File: src/rtl/pal_pkg.sv
// Shared types and configuration bit-map helpers for the registered PAL.
// The bench uses the same helpers to build its configuration vectors.
package pal_pkg;

  typedef enum logic [1:0] {IDLE, LOAD, RUN} state_t;

  localparam int DEF_INPUTS  = 4;
  localparam int DEF_TERMS   = 4;
  localparam int DEF_OUTPUTS = 4;

  function automatic int num_lits(input int ni, input int no);
    return 2 * (ni + no);
  endfunction

  function automatic int lit_idx(input int sig, input bit neg);
    return 2 * sig + int'(neg);
  endfunction

  function automatic int and_bit(input int t, input int l, input int ni, input int no);
    return t * num_lits(ni, no) + l;
  endfunction

  function automatic int or_off(input int ni, input int nt, input int no);
    return nt * num_lits(ni, no);
  endfunction

  function automatic int mc_off(input int ni, input int nt, input int no);
    return or_off(ni, nt, no) + no * nt;
  endfunction

  function automatic int cfg_bits(input int ni, input int nt, input int no);
    return mc_off(ni, nt, no) + 2 * no;
  endfunction

  localparam int CFG_BITS = cfg_bits(DEF_INPUTS, DEF_TERMS, DEF_OUTPUTS);

endpackage

File: src/rtl/pal_macrocell.sv
// One output macrocell: feedback register plus registered/combinational
// select with optional inversion.
module pal_macrocell
  import pal_pkg::*;
(
  input  logic clk,
  input  logic rst_n,
  input  logic sum,
  input  logic reg_en,
  input  logic inv,
  input  logic active,
  input  logic out_en,
  output logic q,
  output logic out
);

  always_ff @(posedge clk or negedge rst_n) begin
    if (!rst_n) begin
      q <= 1'b0;
    end else if (active) begin
      q <= sum;
    end
  end

  // out_en stays low until the first configuration has committed
  assign out = out_en & ((reg_en ? q : sum) ^ inv);

endmodule

File: src/rtl/registered_pal.sv
// Registered PAL: serially loaded shadow config, atomic commit, AND/OR planes
// with macrocell feedback into the AND plane.
//   state | meaning
//   IDLE  | after reset, nothing configured, outputs forced low
//   LOAD  | shifting bits into shadow, active config keeps running
//   RUN   | configured array active, waiting for a reload
module registered_pal
  import pal_pkg::*;
#(
  parameter int NUM_INPUTS  = DEF_INPUTS,
  parameter int NUM_TERMS   = DEF_TERMS,
  parameter int NUM_OUTPUTS = DEF_OUTPUTS
) (
  input  logic                   clk,
  input  logic                   rst_n,
  input  logic [NUM_INPUTS-1:0]  pal_in,
  input  logic                   cfg_start,
  input  logic                   cfg_valid,
  input  logic                   cfg_data,
  output logic                   cfg_busy,
  output logic                   cfg_done,
  output logic                   configured,
  output logic [NUM_OUTPUTS-1:0] pal_out
);

  localparam int S      = NUM_INPUTS + NUM_OUTPUTS;
  localparam int L      = num_lits(NUM_INPUTS, NUM_OUTPUTS);
  localparam int OR_OFF = or_off(NUM_INPUTS, NUM_TERMS, NUM_OUTPUTS);
  localparam int MC_OFF = mc_off(NUM_INPUTS, NUM_TERMS, NUM_OUTPUTS);
  localparam int N_CFG  = cfg_bits(NUM_INPUTS, NUM_TERMS, NUM_OUTPUTS);
  localparam int CW     = $clog2(N_CFG + 1);

  state_t            state, state_nxt;
  logic [CW-1:0]     count, count_nxt;
  logic [N_CFG-1:0]  shadow, shadow_nxt;
  logic [N_CFG-1:0]  active_cfg;
  logic              commit;

  logic [NUM_OUTPUTS-1:0] q;
  logic [S-1:0]           sig;
  logic [L-1:0]           lit;
  logic [NUM_TERMS-1:0]   term;
  logic [NUM_OUTPUTS-1:0] sum;
  logic                   arr_active;

  always_ff @(posedge clk or negedge rst_n) begin
    if (!rst_n) begin
      state      <= IDLE;
      count      <= '0;
      shadow     <= '0;
      active_cfg <= '0;
      configured <= 1'b0;
      cfg_done   <= 1'b0;
    end else begin
      state    <= state_nxt;
      count    <= count_nxt;
      shadow   <= shadow_nxt;
      cfg_done <= commit;
      if (commit) begin
        active_cfg <= shadow_nxt;
        configured <= 1'b1;
      end
    end
  end

  always_comb begin
    state_nxt  = state;
    count_nxt  = count;
    shadow_nxt = shadow;
    commit     = 1'b0;
    case (state)
      IDLE, RUN: begin
        if (cfg_start) begin
          state_nxt  = LOAD;
          count_nxt  = '0;
          shadow_nxt = '0;
        end
      end
      LOAD: begin
        // a restart discards the partial load; a bit arriving with it is index 0
        if (cfg_start) begin
          count_nxt  = '0;
          shadow_nxt = '0;
          if (cfg_valid) begin
            shadow_nxt[0] = cfg_data;
            count_nxt     = CW'(1);
          end
        end else if (cfg_valid) begin
          shadow_nxt[count] = cfg_data;
          if (count == CW'(N_CFG - 1)) begin
            state_nxt = RUN;
            count_nxt = '0;
            commit    = 1'b1;
          end else begin
            count_nxt = count + CW'(1);
          end
        end
      end
      default: state_nxt = IDLE;
    endcase
  end

  assign cfg_busy   = (state == LOAD);
  assign arr_active = (state != IDLE);
  assign sig        = {q, pal_in};

  for (genvar s = 0; s < S; s++) begin : g_lit
    assign lit[2*s]   = sig[s];
    assign lit[2*s+1] = ~sig[s];
  end

  // an empty term must read 0, not the vacuous AND of nothing
  for (genvar t = 0; t < NUM_TERMS; t++) begin : g_term
    logic [L-1:0] conn;
    assign conn    = active_cfg[t*L +: L];
    assign term[t] = (|conn) & (&(~conn | lit));
  end

  for (genvar o = 0; o < NUM_OUTPUTS; o++) begin : g_out
    logic [NUM_TERMS-1:0] conn;
    assign conn   = active_cfg[OR_OFF + o*NUM_TERMS +: NUM_TERMS];
    assign sum[o] = |(conn & term);

    pal_macrocell u_mc (
      .clk    (clk),
      .rst_n  (rst_n),
      .sum    (sum[o]),
      .reg_en (active_cfg[MC_OFF + 2*o]),
      .inv    (active_cfg[MC_OFF + 2*o + 1]),
      .active (arr_active),
      .out_en (configured),
      .q      (q[o]),
      .out    (pal_out[o])
    );
  end

endmodule

File: config.mk
export PLATFORM = sky130hd
export DESIGN_NAME = registered_pal
export DESIGN_NICKNAME = d
export VERILOG_FILES = /design/src/rtl/pal_pkg.sv /design/src/rtl/pal_macrocell.sv /design/src/rtl/registered_pal.sv
export SDC_FILE = /design/constraint.sdc
export NUM_CORES = 1
export LEC_CHECK = 0
export ABC_CLOCK_PERIOD_IN_PS = 2700
export CAP_MARGIN = 15
export CORE_MARGIN = 5
export CORE_UTILIZATION = 30
export CTS_BUF_LIST = sky130_fd_sc_hd__clkbuf_16
export CTS_CLUSTER_SIZE = 25
export DETAILED_ROUTE_END_ITERATION = 8
export PLACE_DENSITY = 0.44
export SYNTH_ARGS = -nofsm -noshare
export SYNTH_HDL_FRONTEND = slang
export SYNTH_SLANG_ARGS = --single-unit
export TNS_END_PERCENT = 20
File: constraint.sdc
create_clock -name clk -period 2.7 [get_ports clk]
set_input_delay 0.405 -clock clk [delete_from_list [all_inputs] [get_ports clk]]
set_output_delay 0.405 -clock clk [all_outputs]
set_load 0.02 [all_outputs]
After elaboration in Yosys (flattened, before gate mapping)
Cells that the tools add are included.
{"block": "word_totals", "ff_bits": 191, "inputBits": 9, "out_inout_bits": 7, "elab_cells": 99}
{"block": "op_classes", "n_addsub": 1, "n_lt_le_gt_ge": 2, "eq_ne": 8, "muxes": 27, "n_bitwise": 32, "reduce_logical": 19}
{"operator": "two-way mux 88 bit", "n": 3}
{"operator": "case mux 88 bit (2 select lines)", "n": 1}
{"operator": "bitwise mux 88 bit", "n": 1}
{"operator": "inverter 16 bit", "n": 4}
{"operator": "bitwise OR 16 bit", "n": 4}
{"operator": "AND reduction 16 bit", "n": 4}
{"operator": "OR reduction 16 bit", "n": 4}
{"operator": "two-way mux 7 bit", "n": 4}
{"operator": "bitwise AND 4 bit", "n": 4}
{"operator": "OR reduction 4 bit", "n": 4}
{"operator": "case mux 7 bit (2 select lines)", "n": 1}
{"operator": "two-way mux 1 bit", "n": 11}
{"operator": "bitwise AND 1 bit", "n": 8}
{"operator": "less-than comparator 7 x 8 -> 1 bit (second input constant)", "n": 1}
{"operator": "two-way mux 2 bit", "n": 4}
{"operator": "inverter 1 bit", "n": 8}
{"operator": "adder 7 x 1 -> 7 bit (second input constant)", "n": 1}
{"operator": "demux 1 bit (select 7 bit)", "n": 1}
{"operator": "equality test 7 bit (second input constant)", "n": 1}
{"operator": ">= comparator 7 x 1 -> 1 bit (second input constant)", "n": 1}
{"operator": "inequality test 2 bit (second input constant)", "n": 3}
{"operator": "case mux 2 bit (2 select lines)", "n": 1}
{"operator": "AND reduction 4 bit", "n": 1}
{"operator": "nonzero test 2 bit", "n": 2}
{"operator": "9 further kinds", "n": 12}

Depth between registers and ports, before layout
Gate-level depths: netlist (run 1).
{"block": "depth", "depth_word": 9, "mapped_depth": 9, "mapped_depth_nobuf": 6}

Modules after synthesis
Synthesis (run 1) repeated with hierarchy kept, for this count alone.
{"block": "unflattened", "cells_unflattened": 804, "hier_area_um2": 8528.2}
{"module": "registered_pal", "instances": 1, "cells_per_inst": 780, "area_each_um2": 8262.9, "seq_area_each_um2": 4679.5}
{"module": "pal_macrocell", "instances": 4, "cells_per_inst": 6, "area_each_um2": 66.3, "seq_area_each_um2": 25.0}

Worst setup path before layout (run 1)
No wires, ideal clock.
{"block": "synth_path", "kind": "input -> output", "start": "input port pal_in[0]", "end": "output port pal_out[2]", "t_arrival_ns": 1.988, "t_required_ns": 2.295, "path_slack_ns": 0.307, "cell_stages": 8, "path_buffers": 2, "path_cell_list": "clkbuf_1 > mux2i_1 > nand4_1 > nor4b_1 > nor4_1 > or4_1 > nand4_1 > buf_4"}
{"block": "synth_between", "elab_chain_len": 9, "elab_cells_between_ends": 18, "classes_between": "mux (1); bitwise (12); reduce/logical (5)"}
{"element": "start: declaration", "line": "registered_pal.sv:16", "text": "input logic [NUM_INPUTS-1:0] pal_in,"}
{"element": "inverter 1 bit", "line": "registered_pal.sv:109", "text": "assign lit[2*s+1] = ~sig[s];"}
{"element": "bitwise OR 16 bit", "line": "registered_pal.sv:116", "text": "assign term[t] = (|conn) & (&(~conn | lit));"}
{"element": "AND reduction 16 bit", "line": "registered_pal.sv:116"}
{"element": "bitwise AND 1 bit", "line": "registered_pal.sv:116"}
{"element": "bitwise AND 4 bit (*)", "line": "registered_pal.sv:122", "text": "assign sum[o] = |(conn & term);"}
{"element": "OR reduction 4 bit (*)", "line": "registered_pal.sv:122"}
{"element": "two-way mux 1 bit (*)", "line": "pal_macrocell.sv:26", "text": "assign out = out_en & ((reg_en ? q : sum) ^ inv);"}
{"element": "XOR 1 bit (*)", "line": "pal_macrocell.sv:26"}
{"element": "bitwise AND 1 bit (*)", "line": "pal_macrocell.sv:26"}
{"element": "end: declaration", "line": "registered_pal.sv:23", "text": "output logic [NUM_OUTPUTS-1:0] pal_out"}
Every way passes the cells marked *; elsewhere a longest branch is shown, timed or not.

Worst setup path after layout (run 1)
{"block": "layout_path", "start": "register g_out[3].u_mc.q", "end": "output port pal_out[2]"}
{"block": "layout_between", "elab_chain_len": 9, "elab_cells_between_ends": 18, "classes_between": "mux (1); bitwise (12); reduce/logical (5)"}
{"element": "start: declaration", "line": "pal_macrocell.sv:13", "text": "output logic q,"}
{"element": "start signal: assignment", "line": "pal_macrocell.sv:21", "text": "q <= sum;"}
{"element": "inverter 1 bit", "line": "registered_pal.sv:109"}
{"element": "bitwise OR 16 bit", "line": "registered_pal.sv:116"}
{"element": "AND reduction 16 bit", "line": "registered_pal.sv:116"}
{"element": "bitwise AND 1 bit", "line": "registered_pal.sv:116"}
{"element": "bitwise AND 4 bit (*)", "line": "registered_pal.sv:122"}
{"element": "OR reduction 4 bit (*)", "line": "registered_pal.sv:122"}
{"element": "two-way mux 1 bit (*)", "line": "pal_macrocell.sv:26"}
{"element": "XOR 1 bit (*)", "line": "pal_macrocell.sv:26"}
{"element": "bitwise AND 1 bit (*)", "line": "pal_macrocell.sv:26"}
Marked as above.

==> results of run 1 <==
==> cells in the final DEF, fill, tap and decap left out, types with 13 or more instances in the layout <==
cell type / Yosys / routed
dfrtp_1: 191 / 188
buf_4: 13 / 152
o21ai_0: 117 / 117
a21oi_1: 97 / 95
mux2_4: 80 / 80
o21ai_1: 59 / 59
nand2_1: 38 / 38
mux2i_1: 34 / 24
nor2_1: 19 / 19
clkbuf_16: 0 / 17
nor4b_4: 2 / 14
nor4_1: 20 / 13
==> worst register-to-register path, cell delays in order (launching register included) <==
cell     delay [ps]
dfrtp_1         600
and3b_1         270
and2_1          450
nand2_1         190
buf_4           220
o21ai_0         480
mux2_4          250
==> power by group <==
group          leakage, nW  switching [W]  internal (W)  total [W]
logic                 2.51       0.000431      0.000274   0.000705
registers             2.65      0.0000526       0.00288    0.00293
clock network        0.281        0.00132       0.00124    0.00256
total                 5.44        0.00180       0.00439    0.00620
==> timing repair <==
item                                    CTS  global route
buffers inserted                         11             2
hold buffers                              1             0
resized for setup                        86            10
endpoints found under the setup margin    4             4
endpoints found under the hold margin    53             0
pin swaps                                17             6
==> final cells by class <==
class | count | area (µm²) | area share [%]
diodes | 1 | 2.50 | 0.0206
inverters | 6 | 35.0 | 0.288
multi-input cells | 586 | 4660 | 38.4
clock buffers | 17 | 425 | 3.50
well taps | 402 | 503 | 4.14
flip-flops and latches | 191 | 4780 | 39.4
clock inverters | 15 | 149 | 1.23
repair buffers | 186 | 1590 | 13.1
==> worst paths after layout <==
kind / cells past startpoint / slack, ps / end / startpoint
worst min-delay path: 2 / 490 / cfg_done$_DFF_PN0_ / rst_n
max in group asynchronous: 3 / 1440 / active_cfg[47]$_DFFE_PN0P_ / rst_n
worst max register to register: 6 / 190 / active_cfg[51]$_DFFE_PN0P_ / count[0]$_DFFE_PN0P_
min in group clk: 2 / 510 / shadow[71]$_DFF_PN0_ / shadow[71]$_DFF_PN0_
worst min register to register: 2 / 510 / shadow[71]$_DFF_PN0_ / shadow[71]$_DFF_PN0_
worst max-delay path: 10 / -480 / pal_out[2] / g_out[3].u_mc.q$_DFFE_PN0P_
==> metal layers <==
metal  global-route usage (%)  vias to the layer above
li1                         -                     3383
met5                        0                        -
met1                     25.0                     3724
met2                     29.7                      140
met4                     5.89                        0
met3                     3.09                       44
==> per-stage QoR <==
step,worst slack (ps),total power (W),instance area (µm²),setup TNS (ps)
2_1_floorplan,307,0.00329,9580,0
3_3_place_gp,-1030,0.00365,11100,-3760
3_5_place_dp,-1080,0.00365,11100,-3930
4_1_cts,-479,0.00622,12100,-1830
5_1_grt,-611,0.00642,12200,-2300
6_report,-480,0.00620,12200,-1820
==> sequential cells by signal, summed over array words and instances, names as in the netlist <==
name          count
shadow           88
count             7
configured        1
active_cfg       88
g_out.u_mc.q      4
cfg_done          1
state             2
==> logic make-up after synthesis <==
group / count (synthesis) / synth area share [%]
DFF: 191 / 49.9
adders and majority gates: 1 / 0.131
AOI/OAI and AO/OA: 286 / 15.3
buffers and inverters: 75 / 5.43
and+or+nand+nor: 175 / 12.1
xor gates and xnor gates: 4 / 0.366
muxes: 120 / 16.8
==> flow_metrics.tcl, run 1 <==
set metrics [dict create \
    status "complete, but fails checks" \
    violations "setup timing" \
    hold_viol_final 0 \
    p_leak_nw 5.44 \
    io_pins 16 \
    wl_met1_um 14900 \
    powerDensity_nw_per_um2 510 \
    drt_first_iter_violations 534 \
    cpMostUsedCell "buf_6" \
    yosysWarnings 0 \
    clk_latency_ps 440 \
    core_area_um2 31600 \
    synth_edf_count 0 \
    grt_max_degree 72 \
    crit_path_end_kind "primary output" \
    syn_avg_cell_area_um2 11.2 \
    critPathKind "flip-flop to primary output" \
    drt_pre_antenna_iters 4 \
    fin_util_pct 38.5 \
    vdd_drop_max_uv 348 \
    timing.final.max_slew_violations 0 \
    ys_ff_latch 191 \
    die_area_um2 35600 \
    fin_crit_sh_pct 118 \
    io_buffers 15 \
    wl_per_cell_um 22.9 \
    wl_met2_um 15100 \
    syn_nets 862 \
    rows 65 \
    holdCritPathClass "input port to async pin" \
    synth.distinct_cells 63 \
    skew_ps 11.0 \
    gp_congestion 0.841 \
    synth_common_cells "191 x dfrtp_1, 117 x o21ai_0, 97 x a21oi_1" \
    start_util_pct 30.4 \
    yosysTopAreaCellShare_pct 49.9 \
    gr-total-overflow 0 \
    crit_arrival_ps 2770 \
    netlist_area_um2 9580 \
    route.met3.wl_um 1260 \
    drc_errors 0 \
    synth_area_leader_cell "dfrtp_1" \
    hold-worst-slack_ps 495 \
    crit_family "simple AND/OR/NAND/NOR gates" \
    nets 998 \
    routed_wl_um 32200 \
    via_per_inst 5.19 \
    cts.sinks 191 \
    areaGrowthSynthToFinish_pct 26.8 \
    cp.required_ps 2300 \
    grt_pass1_wl_um 49200 \
    rsz0062_at_grt "yes" \
    crit_slowest_cell "dfrtp_2" \
    cpPeakStageDelay_ps 550 \
    maxUsedRoutingLayer "met4" \
    h-tree-depth 4 \
    fin_cells 1404 \
    ys_seq_area_share_pct 49.9 \
    fin_crit_ps 3180 \
    grt_pass1_vias 7656 \
    dieHeight_um 189 \
    cts_buffer_depth 2 \
    path_max_fanout 5 \
    synth-main-ff-cell "dfrtp_1" \
    hpwl_um 22500 \
    fillers 3090 \
    cp-start-kind "flip-flop" \
    worst_slew_pin_slew_ps 579 \
    vias 7291 \
    synthCells 852 \
    crit_buf_inv 4 \
    maxCapViolations 0 \
    max_clock_freq_mhz 314 \
    netlist_top_cells_area "dfrtp_1 50%, mux2_4 13%, o21ai_0 6.1%" \
    async_flop_share_pct 100 \
    antenna_found_initial 1 \
    root_buffer "clkbuf_16" \
    cts_buffers 17 \
    die_w_um 189 \
    synth.most_common_cell "dfrtp_1" \
    drive_gt1_share_pct 35.2 \
    setup_viol 4 \
    ant_nets 0 \
    grt_usage_pct 18.3 \
    cts.reportedPaths.clkPinSlew_ps 80 \
    cp_cell_sequence "buf_6, buf_6, mux2i_1, nand4_1, buf_6, nor4b_4, nor4_4, or4_1, nand4_1, buf_6" \
    maxSlewHeadroom_pct 61.0 \
    placed_cells 1357 \
    cts_tree "yes" \
    fin_ws_ps -480 \
]
Note: power is estimated with default switching activity, not from simulation.
==> run 2: changes to the inputs <==
--- a/config.mk
+++ b/config.mk
@@ -8,11 +8,11 @@
 export ABC_CLOCK_PERIOD_IN_PS = 2700
 export CAP_MARGIN = 15
 export CORE_MARGIN = 5
-export CORE_UTILIZATION = 30
+export CORE_UTILIZATION = 51
 export CTS_BUF_LIST = sky130_fd_sc_hd__clkbuf_16
 export CTS_CLUSTER_SIZE = 25
 export DETAILED_ROUTE_END_ITERATION = 8
-export PLACE_DENSITY = 0.44
+export PLACE_DENSITY = 0.67
 export SYNTH_ARGS = -nofsm -noshare
 export SYNTH_HDL_FRONTEND = slang
 export SYNTH_SLANG_ARGS = --single-unit
==> run 2 against run 1 <==
The run still ends with setup timing left. Clock power is 2% lower. Largest power group unchanged. Clock skew is 1.7 ps lower. Cell count fell by 13%. Combinational power is 8.8% lower. Utilization up 25 points. Sequential power about the same. Critical path depth decreased by 1. First-iteration DRC count grew 23%. Critical path type unchanged. Cell area is 2.4% lower.
==> flow_metrics.tcl, run 2 (same netlist as run 1, synthesis figures left out) <==
set metrics [dict create \
    grt_pass1_vias 7764 \
    h-tree-depth 4 \
    hold_viol_final 0 \
    fillers 1388 \
    root_buffer "clkbuf_16" \
    max_clock_freq_mhz 318 \
    cp_cell_sequence "nor4_1, and4_4, buf_12, nor4b_4, nor4_2, buf_4, o211ai_1, a21oi_2, buf_4" \
    drt_pre_antenna_iters 5 \
    cp-start-kind "flip-flop" \
    fin_crit_sh_pct 116 \
    cts_buffers 17 \
    r2r_setup_slack_ps 180 \
    skew_ps 9.30 \
    drt_first_iter_violations 658 \
    cts_buffer_depth 2 \
    p_clk_share_pct 41.2 \
    gp_congestion 0.917 \
    intPower_w 0.00443 \
    power_frac_seq_pct 48.3 \
    gr-usage-met2_pct 42.4 \
    rsz0062_at_grt "yes" \
    start_util_pct 51.6 \
    fin_crit_ps 3150 \
    cts.sinks 191 \
    fin_cells 1220 \
    areaGrowthSynthToFinish_pct 23.8 \
    fin_ws_ps -445 \
    path_max_fanout 3 \
    multi_input_area_um2 4660 \
    drc_errors 0 \
    critPathKind "flip-flop to primary output" \
    io_buffers 15 \
    hpwl_um 19500 \
    placed_cells 1164 \
    pre_cts_slack_ps -871 \
    crit_slowest_cell "nor4_1" \
    antenna_found_initial 0 \
    violations "setup timing" \
    p_sw_w 0.00168 \
    holdCritPathClass "input port to async pin" \
    setup_viol 4 \
    worst_slew_pin_slew_ps 657 \
    cts_tree "yes" \
    final_common_cell "dfrtp_1" \
    io_pins 16 \
    hold-worst-slack_ps 347 \
    dieHeight_um 147 \
    finalSetupTns_ps -1730 \
    p_leak_nw 5.35 \
    grt_busiest_layer "met2" \
    rows 50 \
    drive_gt1_share_pct 34.4 \
    clk_latency_ps 430 \
    cpPeakStageDelay_ps 410 \
    status "complete, but fails checks" \
    most-common-layout-cells "186 x dfrtp_1, 140 x buf_4, 117 x o21ai_0" \
    use_met3_pct 6.76 \
    vdd_drop_max_uv 414 \
    maxSlewHeadroom_pct 55.7 \
    powerDensity_nw_per_um2 515 \
    cts.reportedPaths.clkPinSlew_ps 80 \
    reg_top3 "active_cfg: 88 flops, shadow: 88 flops, count: 7 flops" \
    via_per_inst 6.24 \
    grt_use_met1_pct 35.9 \
    final-seq-area_um2 4790 \
    cpMostUsedCell "buf_4" \
    crit_path_end_kind "primary output" \
    routed_wl_um 28900 \
    grt_usage_pct 27.1 \
    core_area_um2 18600 \
    gr-total-overflow 0 \
    vias 7618 \
    crit_arrival_ps 2740 \
    totalPowerFinal_w 0.00612 \
    timing.final.max_slew_violations 0 \
    switching_share_pct 27.5 \
    grt_max_degree 103 \
    nets 983 \
    die_area_um2 21600 \
    ant_nets 0 \
    grt_pass1_wl_um 45300 \
    wl_per_cell_um 23.7 \
    maxCapViolations 0 \
    cp.required_ps 2300 \
    p_comb_share_pct 10.5 \
    antenna_cells 0 \
    die_w_um 147 \
]
## run 2: cell count changes in the layout (fill, tap and decap cells not counted), moves of 2 or more
cell	change
buf_12	+4
buf_4	-12
buf_6	-7
clkinvlp_4	+2
dfrtp_1	-2
dfrtp_2	+2
inv_8	-2
mux2i_2	-2
nor4_1	-2
nor4_2	+3
## run 2: power groups by stage
stage          Combinational (W)  Clock, W  Sequential [W]
3_5_place_dp            0.000563         0         0.00301
2_1_floorplan           0.000347         0         0.00295
4_1_cts                 0.000629   0.00254         0.00295
6_report                0.000643   0.00252         0.00295
3_3_place_gp            0.000550         0         0.00301
5_1_grt                 0.000688   0.00266         0.00296
## run 2: routing by layer
metal,routed length [µm],up-vias
li1,-,3340
met1,11700,3823
met2,13500,372
met3,2350,83
met4,1260,0
met5,0,-
## run 2: area by class of cell
type	count	share of cell area [%]
flip-flops and latches	191	40.3
multi-input cells	586	39.3
repair buffers	171	12.7
clock buffers	17	3.59
well taps	234	2.47
clock inverters	15	1.31
inverters	6	0.295
## run 2: path summary, 6_finish.rpt
check / cells past startpoint / to / from
hold reg to reg: 2 / shadow[39]$_DFF_PN0_ / shadow[39]$_DFF_PN0_
min in group clk: 2 / shadow[39]$_DFF_PN0_ / shadow[39]$_DFF_PN0_
setup / recovery: 9 / pal_out[3] / active_cfg[48]$_DFFE_PN0P_
max in group asynchronous: 3 / shadow[61]$_DFF_PN0_ / rst_n
hold / removal: 2 / state[1]$_DFFE_PN0P_ / rst_n
setup reg to reg: 8 / active_cfg[1]$_DFFE_PN0P_ / count[2]$_DFFE_PN0P_
## run 2: what timing repair did
item / CTS / global route
buffers inserted: 23 / 0
gates resized for setup: 84 / 8
pin swaps: 25 / 5
hold buffers: 1 / 0
endpoints found under the setup margin: 4 / 9
hold endpoints to repair: 3 / 0
## run 2: stage by stage
stage	cell area, µm²	utilization [%]
after floorplan	9580	-
after global placement	10700	57.4
after detailed placement	10700	57.4
after CTS	11800	63.6
after global routing	11900	63.8
final	11900	63.8
## run 2: critical path, delay by kind of cell, from the launching register on
family,cells,cell delay [ps]
and+or+nand+nor,4,1160
DFF,1,380
AOI/OAI and AO/OA,2,300
buffers and inverters,3,460
